--- src/rtl/multicycle_ctrl.sv ---
// Multi-cycle RV32I control sequencer stepping FETCH/DECODE/EXEC/MEM/WB over one variable-latency memory port.
// Optional feature: define MULTICYCLE_CTRL_JUMP_EN to accept JAL/JALR and add the JumpLink_out port.
module multicycle_ctrl #(
  parameter int unsigned MEM_TIMEOUT = 16,
  parameter int unsigned TO_W        = 8
) (
  input  logic       clk_in,
  input  logic       rst_n_in,
  input  logic [6:0] Opcode_in,
  input  logic       Zero_in,
  input  logic       Mem_ready_in,
  output logic       IMemReq_out,
  output logic       DMemReq_out,
  output logic       MemWrite_out,
  output logic       MemRead_out,
  output logic       IrWrite_out,
  output logic       PcWrite_out,
  output logic       PcSrc_out,
  output logic       RegWrite_out,
  output logic       MemtoReg_out,
  output logic [1:0] AluOp_out,
  output logic       AluSrc_out,
  output logic [2:0] State_out,
  output logic       Instret_out,
`ifdef MULTICYCLE_CTRL_JUMP_EN
  output logic       JumpLink_out,
`endif
  output logic       Trap_out
);

  // state  | meaning
  // FETCH  | instruction request pending, IR/PC load on ready
  // DECODE | capture opcode, reject illegal encodings
  // EXEC   | ALU phase; branches resolve and retire here
  // MEM    | data request pending (LW/SW)
  // WB     | register write-back, retire
  // TRAP   | absorbing fault, only reset leaves
  typedef enum logic [2:0] {
    S_FETCH  = 3'b000,
    S_DECODE = 3'b001,
    S_EXEC   = 3'b010,
    S_MEM    = 3'b011,
    S_WB     = 3'b100,
    S_TRAP   = 3'b101
  } state_e;

  localparam logic [6:0] OP_R  = 7'b0110011;
  localparam logic [6:0] OP_I  = 7'b0010011;
  localparam logic [6:0] OP_LW = 7'b0000011;
  localparam logic [6:0] OP_SW = 7'b0100011;
  localparam logic [6:0] OP_B  = 7'b1100011;
`ifdef MULTICYCLE_CTRL_JUMP_EN
  localparam logic [6:0] OP_JAL  = 7'b1101111;
  localparam logic [6:0] OP_JALR = 7'b1100111;
`endif
  localparam logic [TO_W-1:0] WAIT_LAST = TO_W'(MEM_TIMEOUT - 1);

  state_e          state_q, state_d;
  logic [TO_W-1:0] cnt_q, cnt_d;
  logic [6:0]      opc_q, opc_d;
  logic            is_r, is_i, is_lw, is_sw, is_b, is_j, legal_in, wait_last;

  always_comb begin
    is_r      = (opc_q == OP_R);
    is_i      = (opc_q == OP_I);
    is_lw     = (opc_q == OP_LW);
    is_sw     = (opc_q == OP_SW);
    is_b      = (opc_q == OP_B);
    wait_last = (cnt_q == WAIT_LAST);
    legal_in  = (Opcode_in == OP_R) || (Opcode_in == OP_I) || (Opcode_in == OP_LW) ||
                (Opcode_in == OP_SW) || (Opcode_in == OP_B);
`ifdef MULTICYCLE_CTRL_JUMP_EN
    is_j      = (opc_q == OP_JAL) || (opc_q == OP_JALR);
    legal_in  = legal_in || (Opcode_in == OP_JAL) || (Opcode_in == OP_JALR);
`else
    is_j      = 1'b0;
`endif
  end

  always_ff @(posedge clk_in or negedge rst_n_in) begin
    if (!rst_n_in) begin
      state_q <= S_FETCH;
      cnt_q   <= '0;
      opc_q   <= '0;
    end else begin
      state_q <= state_d;
      cnt_q   <= cnt_d;
      opc_q   <= opc_d;
    end
  end

  assign State_out = state_q;

  always_comb begin
    state_d      = state_q;
    cnt_d        = cnt_q;
    opc_d        = opc_q;
    IMemReq_out  = 1'b0;
    DMemReq_out  = 1'b0;
    MemWrite_out = 1'b0;
    MemRead_out  = 1'b0;
    IrWrite_out  = 1'b0;
    PcWrite_out  = 1'b0;
    PcSrc_out    = 1'b0;
    RegWrite_out = 1'b0;
    MemtoReg_out = 1'b0;
    AluOp_out    = 2'b00;
    AluSrc_out   = 1'b0;
    Instret_out  = 1'b0;
    Trap_out     = 1'b0;
`ifdef MULTICYCLE_CTRL_JUMP_EN
    JumpLink_out = 1'b0;
`endif
    case (state_q)
      S_FETCH: begin
        IMemReq_out = 1'b1;
        if (Mem_ready_in) begin
          IrWrite_out = 1'b1;
          PcWrite_out = 1'b1;
          state_d     = S_DECODE;
        end else if (wait_last) begin
          state_d = S_TRAP;
        end else begin
          cnt_d = cnt_q + TO_W'(1);
        end
      end
      S_DECODE: begin
        opc_d   = Opcode_in;
        state_d = legal_in ? S_EXEC : S_TRAP;
      end
      S_EXEC: begin
        AluOp_out  = is_r ? 2'b10 : (is_b ? 2'b01 : 2'b00);
        AluSrc_out = is_i || is_lw || is_sw || is_j;
        if (is_r || is_i || is_j) begin
          state_d = S_WB;
        end else if (is_lw || is_sw) begin
          state_d = S_MEM;
          cnt_d   = '0;
        end else if (is_b) begin
          PcWrite_out = Zero_in;
          PcSrc_out   = Zero_in;
          Instret_out = 1'b1;
          state_d     = S_FETCH;
          cnt_d       = '0;
        end else begin
          state_d = S_TRAP;
        end
        if (is_j) begin
          PcWrite_out = 1'b1;
          PcSrc_out   = 1'b1;
        end
      end
      S_MEM: begin
        DMemReq_out  = 1'b1;
        MemRead_out  = is_lw;
        MemWrite_out = is_sw;
        AluSrc_out   = 1'b1;
        if (Mem_ready_in) begin
          if (is_sw) begin
            Instret_out = 1'b1;
            state_d     = S_FETCH;
            cnt_d       = '0;
          end else begin
            state_d = S_WB;
          end
        end else if (wait_last) begin
          state_d = S_TRAP;
        end else begin
          cnt_d = cnt_q + TO_W'(1);
        end
      end
      S_WB: begin
        RegWrite_out = 1'b1;
        MemtoReg_out = !is_lw;
        Instret_out  = 1'b1;
`ifdef MULTICYCLE_CTRL_JUMP_EN
        JumpLink_out = is_j;
`endif
        state_d      = S_FETCH;
        cnt_d        = '0;
      end
      S_TRAP: begin
        Trap_out = 1'b1;
      end
      default: begin
        state_d = S_TRAP;
      end
    endcase
    // Reset parks the state in FETCH; keep the request and every pulse quiet until release.
    if (!rst_n_in) begin
      IMemReq_out  = 1'b0;
      DMemReq_out  = 1'b0;
      MemWrite_out = 1'b0;
      MemRead_out  = 1'b0;
      IrWrite_out  = 1'b0;
      PcWrite_out  = 1'b0;
      PcSrc_out    = 1'b0;
      RegWrite_out = 1'b0;
      MemtoReg_out = 1'b0;
      AluOp_out    = 2'b00;
      AluSrc_out   = 1'b0;
      Instret_out  = 1'b0;
      Trap_out     = 1'b0;
`ifdef MULTICYCLE_CTRL_JUMP_EN
      JumpLink_out = 1'b0;
`endif
    end
  end

endmodule

--- config.mk ---
export PLATFORM = sky130hd
export DESIGN_NAME = multicycle_ctrl
export DESIGN_NICKNAME = d
export VERILOG_FILES = /design/src/rtl/multicycle_ctrl.sv
export SDC_FILE = /design/constraint.sdc
export NUM_CORES = 1
export LEC_CHECK = 0
export CORE_MARGIN = 3
export CORE_UTILIZATION = 44
export DETAILED_ROUTE_END_ITERATION = 7
export GPL_TIMING_DRIVEN = 0
export PLACE_DENSITY = 0.84
export SYNTH_ARGS = -nofsm -noshare
export SYNTH_HDL_FRONTEND = slang
export SYNTH_SLANG_ARGS = --single-unit
export TNS_END_PERCENT = 10
--- constraint.sdc ---
create_clock -name clk_in -period 1.75 [get_ports clk_in]
set_input_delay 0.35 -clock clk_in [delete_from_list [all_inputs] [get_ports clk_in]]
set_output_delay 0.35 -clock clk_in [all_outputs]
set_load 0.01 [all_outputs]
==> flow_metrics.py, run 1 <==
metrics = {
    "synthesis": {
        "yosysSeqAreaShare_pct": 37.8,
        "synthTopCellsByCount": "nand2_1, dfrtp_1, nor2_1, o21ai_0",
        "ys_ff_latch": 18,
        "post-synth-top-area-fraction_pct": 37.8,
        "async_flop_share_pct": 100,
        "synth-edff-count": 0,
        "syn_nets": 153,
        "ys_types": 41,
        "synthTopCellsByArea": "dfrtp_1, mux2_2, nand2_1",
        "yosysWarnings": 0,
        "ys.flop_type": "dfrtp_1",
        "synth_top_area_cell": "dfrtp_1",
        "syn_area_mm2": 0.00119,
        "avgSynthCellArea_um2": 8.46,
        "syn_inst": 141,
        "synth_most_common_cell": "nand2_1",
    },
    "clocking": {
        "cts_tree": "built",
        "cts_sinks": 18,
        "htreeDepth": 1,
        "clk_pin_slew_worst_paths_ns": 0.11,
        "cts_buffer_depth": 2,
        "clk_latency_ns": 0.29,
        "cts_made_buffers": 3,
        "root_buffer": "clkbuf_4",
    },
    "floorplan": {
        "fp-row-count": 18,
        "start_util_pct": 47.3,
        "die_area_mm2": 0.00337,
        "dieHeight_um": 58.1,
        "fp.coreArea_mm2": 0.00252,
        "die_x_um": 58.1,
        "io_pins": 28,
    },
    "sta": {
        "post-route-min-period_ns": 2.07,
        "rsz0062_at_grt": "true",
        "tightest_slew_ns": 0.511,
        "fmax_mhz": 482,
        "setup_viol": 21,
        "skew_ns": 0.00244,
        "finalHoldViolCount": 0,
        "relSlewSlack_pct": 65.9,
        "drv_slew": 0,
        "setup_ws_ns": -0.324,
        "finalCritPeriodShare_pct": 119,
    },
    "routing": {
        "vias": 1269,
        "wl_um": 3470,
        "vias_per_cell": 6.04,
        "wl_per_cell_um": 16.5,
        "dr.pass1.iters": 4,
        "drc": 0,
        "drt_iter0_markers": 70,
        "postRouteAntennaNets": 0,
    },
    "worst_setup_path": {
        "r2r_setup_slack_ns": -0.26,
        "start_kind": "register",
        "crit_chain": "nand4bb_4 > nor2_2 > and4_1 > and4b_1 > or2_4 > buf_6",
        "cp_top_family": "simple AND/OR/NAND/NOR gates",
        "crit_buf_inv": 1,
        "critical_path_required_ns": 1.40,
        "crit_path_max_fanout": 4,
        "cp_data_arrival_time_ns": 1.72,
        "path_class": "reg2out",
        "max_stage_delay_ns": 0.40,
        "critPathCaptureType": "output pin",
        "cp_slowest_cell": "dfrtp_1",
    },
    "finish": {
        "areaGrowthSynthToFinish_pct": 41.8,
        "drive_gt1_share_pct": 33.3,
        "fin_nets": 193,
        "post-route-cell-area_mm2": 0.00169,
        "diodes": 0,
    },
    "flow_run": {
        "maxCapViolCount": 0,
    },
    "power_and_ir_drop": {
        "p_per_area_mw_per_mm2": 553,
        "power_mw": 0.934,
        "leakage_nw": 0.752,
        "ir_drop_uv": 680,
    },
    "outcome": {
        "status": "complete, but fails checks",
        "violations": "negative setup slack",
    },
    "placed_design": {
        "gp_congestion": 0.905,
        "dp_slack_ns": -1.39,
        "port_buffers": 27,
        "dp_hpwl_um": 2330,
        "dpl-instance-area_mm2": 0.00150,
    },
    "global_routing": {
        "antenna_found_initial": 0,
        "grt_overflow": 0,
        "grt_max_degree": 25,
        "grt.total_usage_pct": 20.9,
        "grt_pass1_wl_um": 5460,
        "grt_pass1_vias": 1226,
    },
    "hold_path": {
        "holdCritPathClass": "in2async",
    },
}
## through the flow
stage	TNS (ns)	std cells	utilization, %	hold WS, ns
final	-2.89	210	67.0	0.0116
after global routing	-4.52	210	67.0	0.00798
after CTS	-2.87	210	66.2	0.00648
after detailed placement	-19.84	198	59.5	0.502
after global placement	-18.81	198	59.5	0.480
after floorplan	-0.283	141	-	0.0544
## cell families (layout without fill, tap and decap cells)
family	after synthesis	count (layout)	synth area share (%)
mux	10	10	9.23
compound gates	32	32	17.3
buf+inv	11	50	3.78
fa+ha+maj	1	1	1.05
flops	18	18	37.8
simple gates	69	69	30.9
## cells in the final DEF, fill, tap and decap left out, types with 2 or more instances in the layout
cell / instances
mux2i_1: 2
mux2_2: 8
nor2_2: 3
buf_2: 9
dfrtp_2: 3
clkdlybuf4s50_1: 11
and3_1: 4
nor4_1: 4
inv_1: 4
dlygate4sd2_1: 4
or2_4: 2
nand2_1: 19
buf_4: 10
dfrtp_1: 15
o21ai_1: 3
nor2_1: 9
clkbuf_8: 3
and4b_1: 2
nand2b_1: 7
o21ai_0: 5
a21oi_1: 7
clkbuf_2: 2
clkbuf_4: 3
nand3_1: 6
## sequential cells by signal, indices dropped and copies added (netlist names)
signal / flops
opc_q: 7
cnt_q: 8
State_out: 3
## worst paths after layout
kind                                end  depth (start not counted)    startpoint
max                         PcWrite_out                          6      opc_q[2]
min                            opc_q[4]                          1      rst_n_in
max reg2reg                    cnt_q[6]                          6  State_out[2]
min reg2reg                    cnt_q[0]                          1      cnt_q[0]
max in group asynchronous  State_out[1]                          1      rst_n_in
min in group clk_in            cnt_q[0]                          1      cnt_q[0]
## worst reg2reg max path, stage by stage (launching register included)
cell     delay [ns]
dfrtp_2        0.42
and2b_4        0.27
buf_4          0.14
or3b_4         0.41
o21a_4         0.23
or4_1          0.40
nand3_1        0.08
## layer usage
layer / global-route usage, % / up-vias / routed length [µm]
met5: 0 / - / 0
met4: 7.28 / 0 / 29
met3: 2.23 / 4 / 143
met2: 38.2 / 40 / 1880
met1: 25.1 / 628 / 1420
li1: - / 597 / -
## report_power, final
part | internal, mW | switching (mW)
combinational | 0.0908 | 0.0832
clock | 0.127 | 0.134
sequential | 0.451 | 0.0489
## area by class of cell
type / instances / area [µm²]
timing repair buffer: 37 / 293
clock buffer: 4 / 36.3
tap: 30 / 37.5
multi-input combinational: 112 / 803
buffer: 5 / 51.3
sequential: 18 / 454
inverter: 4 / 15.0
fill: 208 / 832
## timing repair
item	CTS	global route
pin swaps	9	4
gates resized for setup	84	12
cloned	0	0
endpoints found under the hold margin	0	0
hold buffers	0	0
endpoints found under the setup margin	32	25
buffers inserted	10	0
(Power assumes the default switching activity.)
==> inputs of run 2 (changes only) <==
--- a/config.mk
+++ b/config.mk
@@ -5,6 +5,7 @@
 export SDC_FILE = /design/constraint.sdc
 export NUM_CORES = 1
 export LEC_CHECK = 0
+export ABC_CLOCK_PERIOD_IN_PS = 1750
 export CORE_MARGIN = 3
 export CORE_UTILIZATION = 44
 export DETAILED_ROUTE_END_ITERATION = 7
==> results of run 2 <==
No change in the layout: final DEF, timing and power equal those of run 1.
